`config.mk`:
```
export PLATFORM = sky130hd
export DESIGN_NAME = vedic_4x4_sequencer
export DESIGN_NICKNAME = d
export VERILOG_FILES = /design/src/rtl/vedic_4x4_sequencer.sv
export SDC_FILE = /design/constraint.sdc
export NUM_CORES = 1
export LEC_CHECK = 0
export ABC_AREA = 0
export BUFFER_PORTS_ARGS = -buffer_cell sky130_fd_sc_hd__buf_2
export CAP_MARGIN = 20
export CORE_UTILIZATION = 59
export CTS_CLUSTER_SIZE = 16
export DETAILED_ROUTE_END_ITERATION = 8
export PLACE_DENSITY = 0.92
export SETUP_SLACK_MARGIN = 0.3
export SYNTH_ARGS = -nofsm -noshare
export SYNTH_HDL_FRONTEND = slang
export SYNTH_SLANG_ARGS = --single-unit
export TNS_END_PERCENT = 10
```
`constraint.sdc`:
```
create_clock -name clk -period 4.6 [get_ports clk]
set_input_delay 0.69 -clock clk [delete_from_list [all_inputs] [get_ports clk]]
set_output_delay 0.69 -clock clk [all_outputs]
set_load 0.02 [all_outputs]
```
`src/rtl/vedic_4x4_sequencer.sv`:
```
// Multi-cycle unsigned 4x4 -> 8-bit multiplier sequencer. Issues the four
// 2-bit partial products to one external registered 2x2 multiplier, waits
// PP_LATENCY edges for each, then shifts and accumulates the result.
module vedic_4x4_sequencer #(
    parameter int unsigned PP_LATENCY = 1
) (
    input  logic       clk,
    input  logic       reset,
    input  logic       in_valid,
    output logic       in_ready,
    input  logic [3:0] in_a,
    input  logic [3:0] in_b,
    output logic       out_valid,
    input  logic       out_ready,
    output logic [7:0] out_product,
    output logic       busy,
    output logic       pp_en,
    output logic [1:0] pp_mul_1,
    output logic [1:0] pp_mul_2,
    input  logic [4:0] pp_product
);

    typedef enum logic [1:0] {
        IDLE = 2'd0,
        MUL  = 2'd1,
        DONE = 2'd2
    } state_t;

    localparam logic [2:0] LAT = 3'(PP_LATENCY);

    state_t     state_q, state_d;
    logic [1:0] k_q, k_d;
    logic [2:0] cnt_q, cnt_d;
    logic [7:0] acc_q, acc_d;
    logic [3:0] a_q, a_d;
    logic [3:0] b_q, b_d;
    logic [7:0] prod_q, prod_d;

    logic [2:0] shift;
    logic [7:0] partial;
    logic [7:0] acc_sum;

    // The 2x2 product never exceeds 9, so its top bit carries no information.
    logic unused_pp_msb;
    assign unused_pp_msb = pp_product[4];

    // State and datapath registers.
    always_ff @(posedge clk or negedge reset) begin
        if (!reset) begin
            state_q <= IDLE;
            k_q     <= '0;
            cnt_q   <= '0;
            acc_q   <= '0;
            a_q     <= '0;
            b_q     <= '0;
            prod_q  <= '0;
        end else begin
            state_q <= state_d;
            k_q     <= k_d;
            cnt_q   <= cnt_d;
            acc_q   <= acc_d;
            a_q     <= a_d;
            b_q     <= b_d;
            prod_q  <= prod_d;
        end
    end

    // Step selection: operand halves and weight of the current partial product.
    always_comb begin
        shift   = '0;
        partial = '0;
        unique case (k_q)
            2'd0: shift = 3'd0;
            2'd1: shift = 3'd2;
            2'd2: shift = 3'd2;
            2'd3: shift = 3'd4;
            default: shift = 3'd0;
        endcase
        partial = {4'b0000, pp_product[3:0]} << shift;
        acc_sum = acc_q + partial;
    end

    // Next-state, handshake outputs and 2x2 operand drive.
    always_comb begin
        state_d   = state_q;
        k_d       = k_q;
        cnt_d     = cnt_q;
        acc_d     = acc_q;
        a_d       = a_q;
        b_d       = b_q;
        prod_d    = prod_q;
        in_ready  = 1'b0;
        out_valid = 1'b0;
        busy      = 1'b0;
        pp_en     = 1'b0;
        pp_mul_1  = '0;
        pp_mul_2  = '0;

        unique case (state_q)
            IDLE: begin
                in_ready = 1'b1;
                if (in_valid) begin
                    a_d     = in_a;
                    b_d     = in_b;
                    acc_d   = '0;
                    k_d     = '0;
                    cnt_d   = '0;
                    state_d = MUL;
                end
            end
            MUL: begin
                busy     = 1'b1;
                pp_en    = 1'b1;
                pp_mul_1 = k_q[0] ? a_q[3:2] : a_q[1:0];
                pp_mul_2 = k_q[1] ? b_q[3:2] : b_q[1:0];
                if (cnt_q == LAT) begin
                    acc_d = acc_sum;
                    cnt_d = '0;
                    if (k_q == 2'd3) begin
                        prod_d  = acc_sum;
                        state_d = DONE;
                    end else begin
                        k_d = k_q + 2'd1;
                    end
                end else begin
                    cnt_d = cnt_q + 3'd1;
                end
            end
            DONE: begin
                busy      = 1'b1;
                out_valid = 1'b1;
                if (out_ready) begin
                    state_d = IDLE;
                end
            end
            default: begin
                state_d = IDLE;
            end
        endcase
    end

    assign out_product = prod_q;

endmodule

```
# ---- Word level (Yosys, flattened, before mapping)
# Cells that the tools add are included.
dict set report totals {
  regBits 31
  word_cells 57
  inputBits 17
  output_inout_bits 16
}
dict set report classes {
  n_reduce_logical 11
  mux 24
  shifts 1
  n_eq_ne 11
  add_sub_neg 3
}
# cell n
set ops {}
lappend ops {{$mux W2} 11}
lappend ops {{$mux W8} 2}
lappend ops {{$pmux W8 S2} 1}
lappend ops {{$ne A2 B2 Y1 const B} 5}
lappend ops {{$pmux W3 S3} 1}
lappend ops {{$add A8 B8 Y8} 1}
lappend ops {{$reduce_and A4 Y1} 2}
lappend ops {{$shl A4 B3 Y8} 1}
lappend ops {{$eq A2 B2 Y1 const B} 3}
lappend ops {{$mux W3} 2}
lappend ops {{$pmux W2 S3} 1}
lappend ops {{$pmux W3 S2} 1}
lappend ops {{$reduce_and A3 Y1} 2}
lappend ops {{$eq A2 B1 Y1 const B} 2}
lappend ops {{$logic_not A2 Y1} 2}
lappend ops {{$mux W1} 4}
lappend ops {{$pmux W2 S2} 1}
lappend ops {{$reduce_and A2 Y1} 2}
lappend ops {{$reduce_or A2 Y1} 2}
lappend ops {{$add A3 B1 Y3 const B} 1}
lappend ops {{$eq A3 B1 Y1 const B} 1}
lappend ops {{$add A2 B1 Y2 const B} 1}
lappend ops {{$reduce_bool A2 Y1} 1}

# ---- Depth between registers and ports, before layout
dict set report depth {
  depth_word 7
  mapped_depth 11
  ltp_nobuf 11
}

# ---- Worst setup path after synthesis
# OpenSTA, ideal clock, no wires.
dict set report synth_path {
  path_kind {reg2reg}
  from {register k_q[0]}
  to {register acc_q[6]}
  required_time_ps 4478
  path_buffers 0
  path_stages_with_launch 12
  setup_slack_ps 1929
  setup_ps 122
  arrival_ps 2550
  synth_period_minus_slack_ps 2671
  path_cell_list {dfrtp_1 > ha_1 > nor2_1 > and2_1 > ha_1 > inv_1 > fa_1 > nor2b_4 > o31a_1 > o21a_1 > or3_1 > a32o_1}
}
dict set report synth_between {
  elab_chain_len 7
  word_cells_on_any_way 10
  cone_classes {1 x add/sub; 3 x eq/ne; 1 x shift; 3 x mux; 2 x reduce/logical}
}
# element line
set synth_lines {}
lappend synth_lines {{start, declared} 32} ;# logic [1:0] k_q, k_d;
lappend synth_lines {{start signal, assigned} 59} ;# k_q <= k_d;
lappend synth_lines {{$eq A2 B2 Y1 or $eq A2 B1 Y1 (tied branches)} 72} ;# unique case (k_q)
lappend synth_lines {{$reduce_or A2 Y1 (no source line)} --}
lappend synth_lines {{$pmux W3 S3 *} 72}
lappend synth_lines {{$shl A4 B3 Y8 *} 79} ;# partial = {4'b0000, pp_product[3:0]} << shift;
lappend synth_lines {{$add A8 B8 Y8 *} 80} ;# acc_sum = acc_q + partial;
lappend synth_lines {{$mux W8 *} 116} ;# if (cnt_q == LAT) begin
lappend synth_lines {{$pmux W8 S2 *} 99} ;# unique case (state_q)
lappend synth_lines {{end signal, assigned} 53} ;# acc_q <= '0;
lappend synth_lines {{end signal, assigned} 61} ;# acc_q <= acc_d;
lappend synth_lines {{end, declared} 34} ;# logic [7:0] acc_q, acc_d;
# Every way passes the cells marked *; elsewhere a longest branch is shown, timed or not. The select of a mux whose other input is x is not followed.
# A chain may end at the register's enable or synchronous reset.

# ---- Worst setup path after layout
# Ends and elaborated chain as after synthesis.

==> results.rst <==
.. list-table::
   :header-rows: 1

   * - Metric
     - Value
   * - Run status
     - finished with violations
   * - Violated checks
     - design-rule violations
   * - Final worst hold slack
     - 0.367 ns
   * - Clock transition at the registers of the reported paths
     - 0.10 ns
   * - Filler cells
     - 208
   * - Post-route ant nets
     - 0
   * - Reported leakage power
     - 1.05 nW
   * - Element type at the critical path start
     - register
   * - Distinct cell type count after synthesis
     - 38
   * - Count of state elements after synthesis
     - 31
   * - Instance area at placement
     - 1980 um2
   * - Antenna fix cells
     - 0
   * - Maximum fanout along the worst path
     - 6
   * - Maximum number of pins on one net before global-route repair
     - 32
   * - Synth area leaders
     - sky130_fd_sc_hd__dfrtp_1 (43%), sky130_fd_sc_hd__mux2_2 (8.8%), sky130_fd_sc_hd__ha_1 (8.4%)
   * - Worst flop-to-flop path startpoint
     - k_q[0]
   * - Least setup slack across all paths after layout
     - 1.61 ns
   * - Worst-Margin Slew
     - 0.676 ns
   * - Maximum root-to-sink buffer count
     - 2
   * - Mux cell area share after synthesis
     - 12.1%
   * - Achievable Freq
     - 334 MHz
   * - H-tree Lvls
     - 2
   * - Area of all placed cells without fillers
     - 2050 um2
   * - Tmin final
     - 2.99 ns
   * - Post-Syn Area per Cell
     - 10.6 um2
   * - Setup slack at placement
     - 1.66 ns
   * - Routed length per placed instance
     - 15.9 um
   * - Later-pin clock latency in the skew report
     - 0.34 ns
   * - Syn Std Cell Area
     - 1800 um2
   * - Share of the synthesized area in the top cell type
     - 43.1%
   * - Via count of the first global-routing pass
     - 1,452
   * - Share of cells above drive strength 1
     - 26.8%
   * - Number of DRC violations after detailed-routing iteration 0
     - 79
   * - Period utilisation layout
     - 65.0%
   * - Max capacitance violation total
     - 0
   * - # clock sinks
     - 31
   * - Post-CTS setup buffer count
     - 0
   * - Final setup violating endpoints
     - 0
   * - Count of final hold-check violations
     - 0
   * - Total negative setup slack
     - 0 ns
   * - Dominant combinational cell family by area after synthesis
     - compound AO/OA/AOI/OAI gates
   * - Syn-to-layout area delta
     - 13.9%
   * - Most frequently used flop master after synthesis
     - sky130_fd_sc_hd__dfrtp_1
   * - DP HPWL
     - 2770 um
   * - Cell taking the most area after synthesis
     - sky130_fd_sc_hd__dfrtp_1
   * - Initial Utilization
     - 63.6%
   * - Length in cells of the worst reg-to-reg path
     - 11
   * - CP endpoint kind
     - register
   * - Design Power
     - 1.29 mW
   * - Pwr Density
     - 632 nW/um2
   * - Slew Limit Headroom
     - 54.9%
   * - Cell Count, Final, Fillers Out
     - 236
   * - Buffers on Ports
     - 31
   * - Power share of the sequential group
     - 33.0%
   * - Cell internal power dissipation
     - 736 uW
   * - Area share of xor/xnor cells in the synthesized design
     - 2.71%
   * - Width of the die
     - 57.2 um
   * - Ports placed on the boundary
     - 33
   * - Number of flops mapped to enable cells by yosys
     - 0
   * - Area fraction in compound gates after synthesis
     - 16.0%
   * - Vias/cell
     - 5.87
   * - Clock tree from TritonCTS
     - yes
   * - Worst Setup SP
     - k_q[0]
   * - Max-slew violation count
     - 0
   * - Detailed-route via count
     - 1,386
   * - Req. time, crit path
     - 4.83 ns
   * - Final wirelength
     - 3760 um
   * - Data arrival time of the worst path
     - 3.22 ns
   * - Sw frac
     - 43.1%
   * - Post-layout util
     - 72.4%
   * - Net Sw Power
     - 558 uW
   * - Total routing usage reported by global routing
     - 26.9%
   * - Floorplan die height
     - 57.2 um
   * - Core area
     - 2830 um2
   * - RSZ-0062 raised after global routing
     - false
   * - Global-route wire length before repair
     - 6530 um
   * - Most frequent cell after synthesis
     - sky130_fd_sc_hd__dfrtp_1
   * - Global placement routability congestion
     - 0.807
   * - Total die area
     - 3270 um2
   * - Iteration count of the initial detailed-routing pass
     - 6
   * - Adder-Cell Fraction of Synth Area
     - 9.46%
   * - Net total in the final layout
     - 234
   * - CTS-repair resized insts
     - 0
   * - Simple-gate portion of the synthesized area
     - 14.4%
   * - Net count after synthesis
     - 199
   * - Crit Path Class
     - reg -> reg
   * - Count of warnings emitted by yosys
     - 0
   * - DRC violations left
     - 1
   * - Row count
     - 19
   * - Number of antenna violations at the first check in global routing
     - 0
   * - Placed cell count
     - 228
   * - Clock Skews
     - 0.00718 ns
   * - Peak supply drop
     - 0.482 mV
   * - Gate Count Post-Synth
     - 169
   * - Fraction of registers with async set/reset
     - 100%
   * - Part of the Yosys area used for sequential elements
     - 43.1%
   * - Global route overflow
     - 0
   * - Synth cell count leaders
     - sky130_fd_sc_hd__dfrtp_1 (31), sky130_fd_sc_hd__nand2_1 (15), sky130_fd_sc_hd__mux2_2 (14), sky130_fd_sc_hd__o21ai_0 (14), sky130_fd_sc_hd__ha_1 (12)
   * - Power share of the combinational group
     - 52.4%
   * - Root Buffer Master
     - sky130_fd_sc_hd__clkbuf_4
   * - Part of the power in the clock network
     - 14.6%
   * - Worst Hold Class
     - in -> async
   * - Clock buffers created by TritonCTS
     - 5
   * - Hold-fix buffer count after cts
     - 0
[kinds of logic after synthesis]
group                      after synthesis
buffers and inverters                   10
and+or+nand+nor                         49
DFF                                     31
AOI/OAI and AO/OA                       42
xor gates and xnor gates                 4
muxes                                   20
adders and majority gates               13
[power groups by stage]
| stage | logic, mW | clock network (mW) | registers [mW] |
|---|---|---|---|
| 2_1_floorplan | 0.494 | 0 | 0.440 |
| 3_3_place_gp | 0.637 | 0 | 0.424 |
| 3_5_place_dp | 0.671 | 0 | 0.433 |
| 4_1_cts | 0.679 | 0.188 | 0.427 |
| 5_1_grt | 0.753 | 0.199 | 0.439 |
| 6_report | 0.678 | 0.189 | 0.427 |
[placed cells by master, fill, tap and decap left out, types with 2 or more instances in the layout]
| cell | n |
|---|---|
| sky130_fd_sc_hd__dfrtp_1 | 31 |
| sky130_fd_sc_hd__buf_2 | 31 |
| sky130_fd_sc_hd__nand2_1 | 15 |
| sky130_fd_sc_hd__o21ai_0 | 14 |
| sky130_fd_sc_hd__mux2_2 | 14 |
| sky130_fd_sc_hd__ha_1 | 12 |
| sky130_fd_sc_hd__nor2_1 | 9 |
| sky130_fd_sc_hd__a22o_1 | 9 |
| sky130_fd_sc_hd__inv_1 | 7 |
| sky130_fd_sc_hd__nor2b_1 | 7 |
| sky130_fd_sc_hd__mux2i_1 | 6 |
| sky130_fd_sc_hd__a21oi_1 | 6 |
| sky130_fd_sc_hd__clkbuf_4 | 5 |
| sky130_fd_sc_hd__and2_1 | 4 |
| sky130_fd_sc_hd__nand2b_1 | 4 |
| sky130_fd_sc_hd__nand3_1 | 3 |
| sky130_fd_sc_hd__and3_1 | 2 |
| sky130_fd_sc_hd__o21a_1 | 2 |
| sky130_fd_sc_hd__xnor2_1 | 2 |
| sky130_fd_sc_hd__clkbuf_8 | 2 |
[metal layers]
layer,share of wire (%),vias up,GRT usage [%]
met5,0,-,0
met4,2.4,0,10.1
met3,3.5,10,6.58
met2,50,37,45.9
met1,44,666,33.2
li1,-,673,-
[registers in the layout, indices dropped and copies added, names as in the netlist]
register     flops
acc_q            8
out_product      8
a_q              4
b_q              4
cnt_q            3
k_q              2
state_q          2
[layout make-up]
type,instances,area (um2),share of cell area (%)
flip-flops and latches,31,776,37.9
well taps,31,38.8,1.89
inverters,7,26.3,1.28
clock buffers,8,68.8,3.36
repair buffers,31,155,7.57
multi-input cells,128,983,48.0
[worst paths after layout]
kind	end	slack [ns]
max in group asynchronous	acc_q[7]	3.79
min in group clk	out_product[2]	0.50
worst max-delay path	acc_q[6]	1.61
worst max register to register	acc_q[6]	1.61
worst min register to register	out_product[2]	0.50
worst min-delay path	acc_q[1]	0.37
[critical path, stage by stage (launching register included)]
cell,delay (ns)
sky130_fd_sc_hd__dfrtp_1,0.48
sky130_fd_sc_hd__ha_1,0.49
sky130_fd_sc_hd__nor2_1,0.10
sky130_fd_sc_hd__and2_1,0.17
sky130_fd_sc_hd__ha_1,0.21
sky130_fd_sc_hd__inv_1,0.08
sky130_fd_sc_hd__fa_1,0.26
sky130_fd_sc_hd__nor2b_4,0.06
sky130_fd_sc_hd__o31a_1,0.26
sky130_fd_sc_hd__o21a_1,0.18
sky130_fd_sc_hd__or3_1,0.34
sky130_fd_sc_hd__a32o_1,0.28
Power figures use the tool's default switching activity.
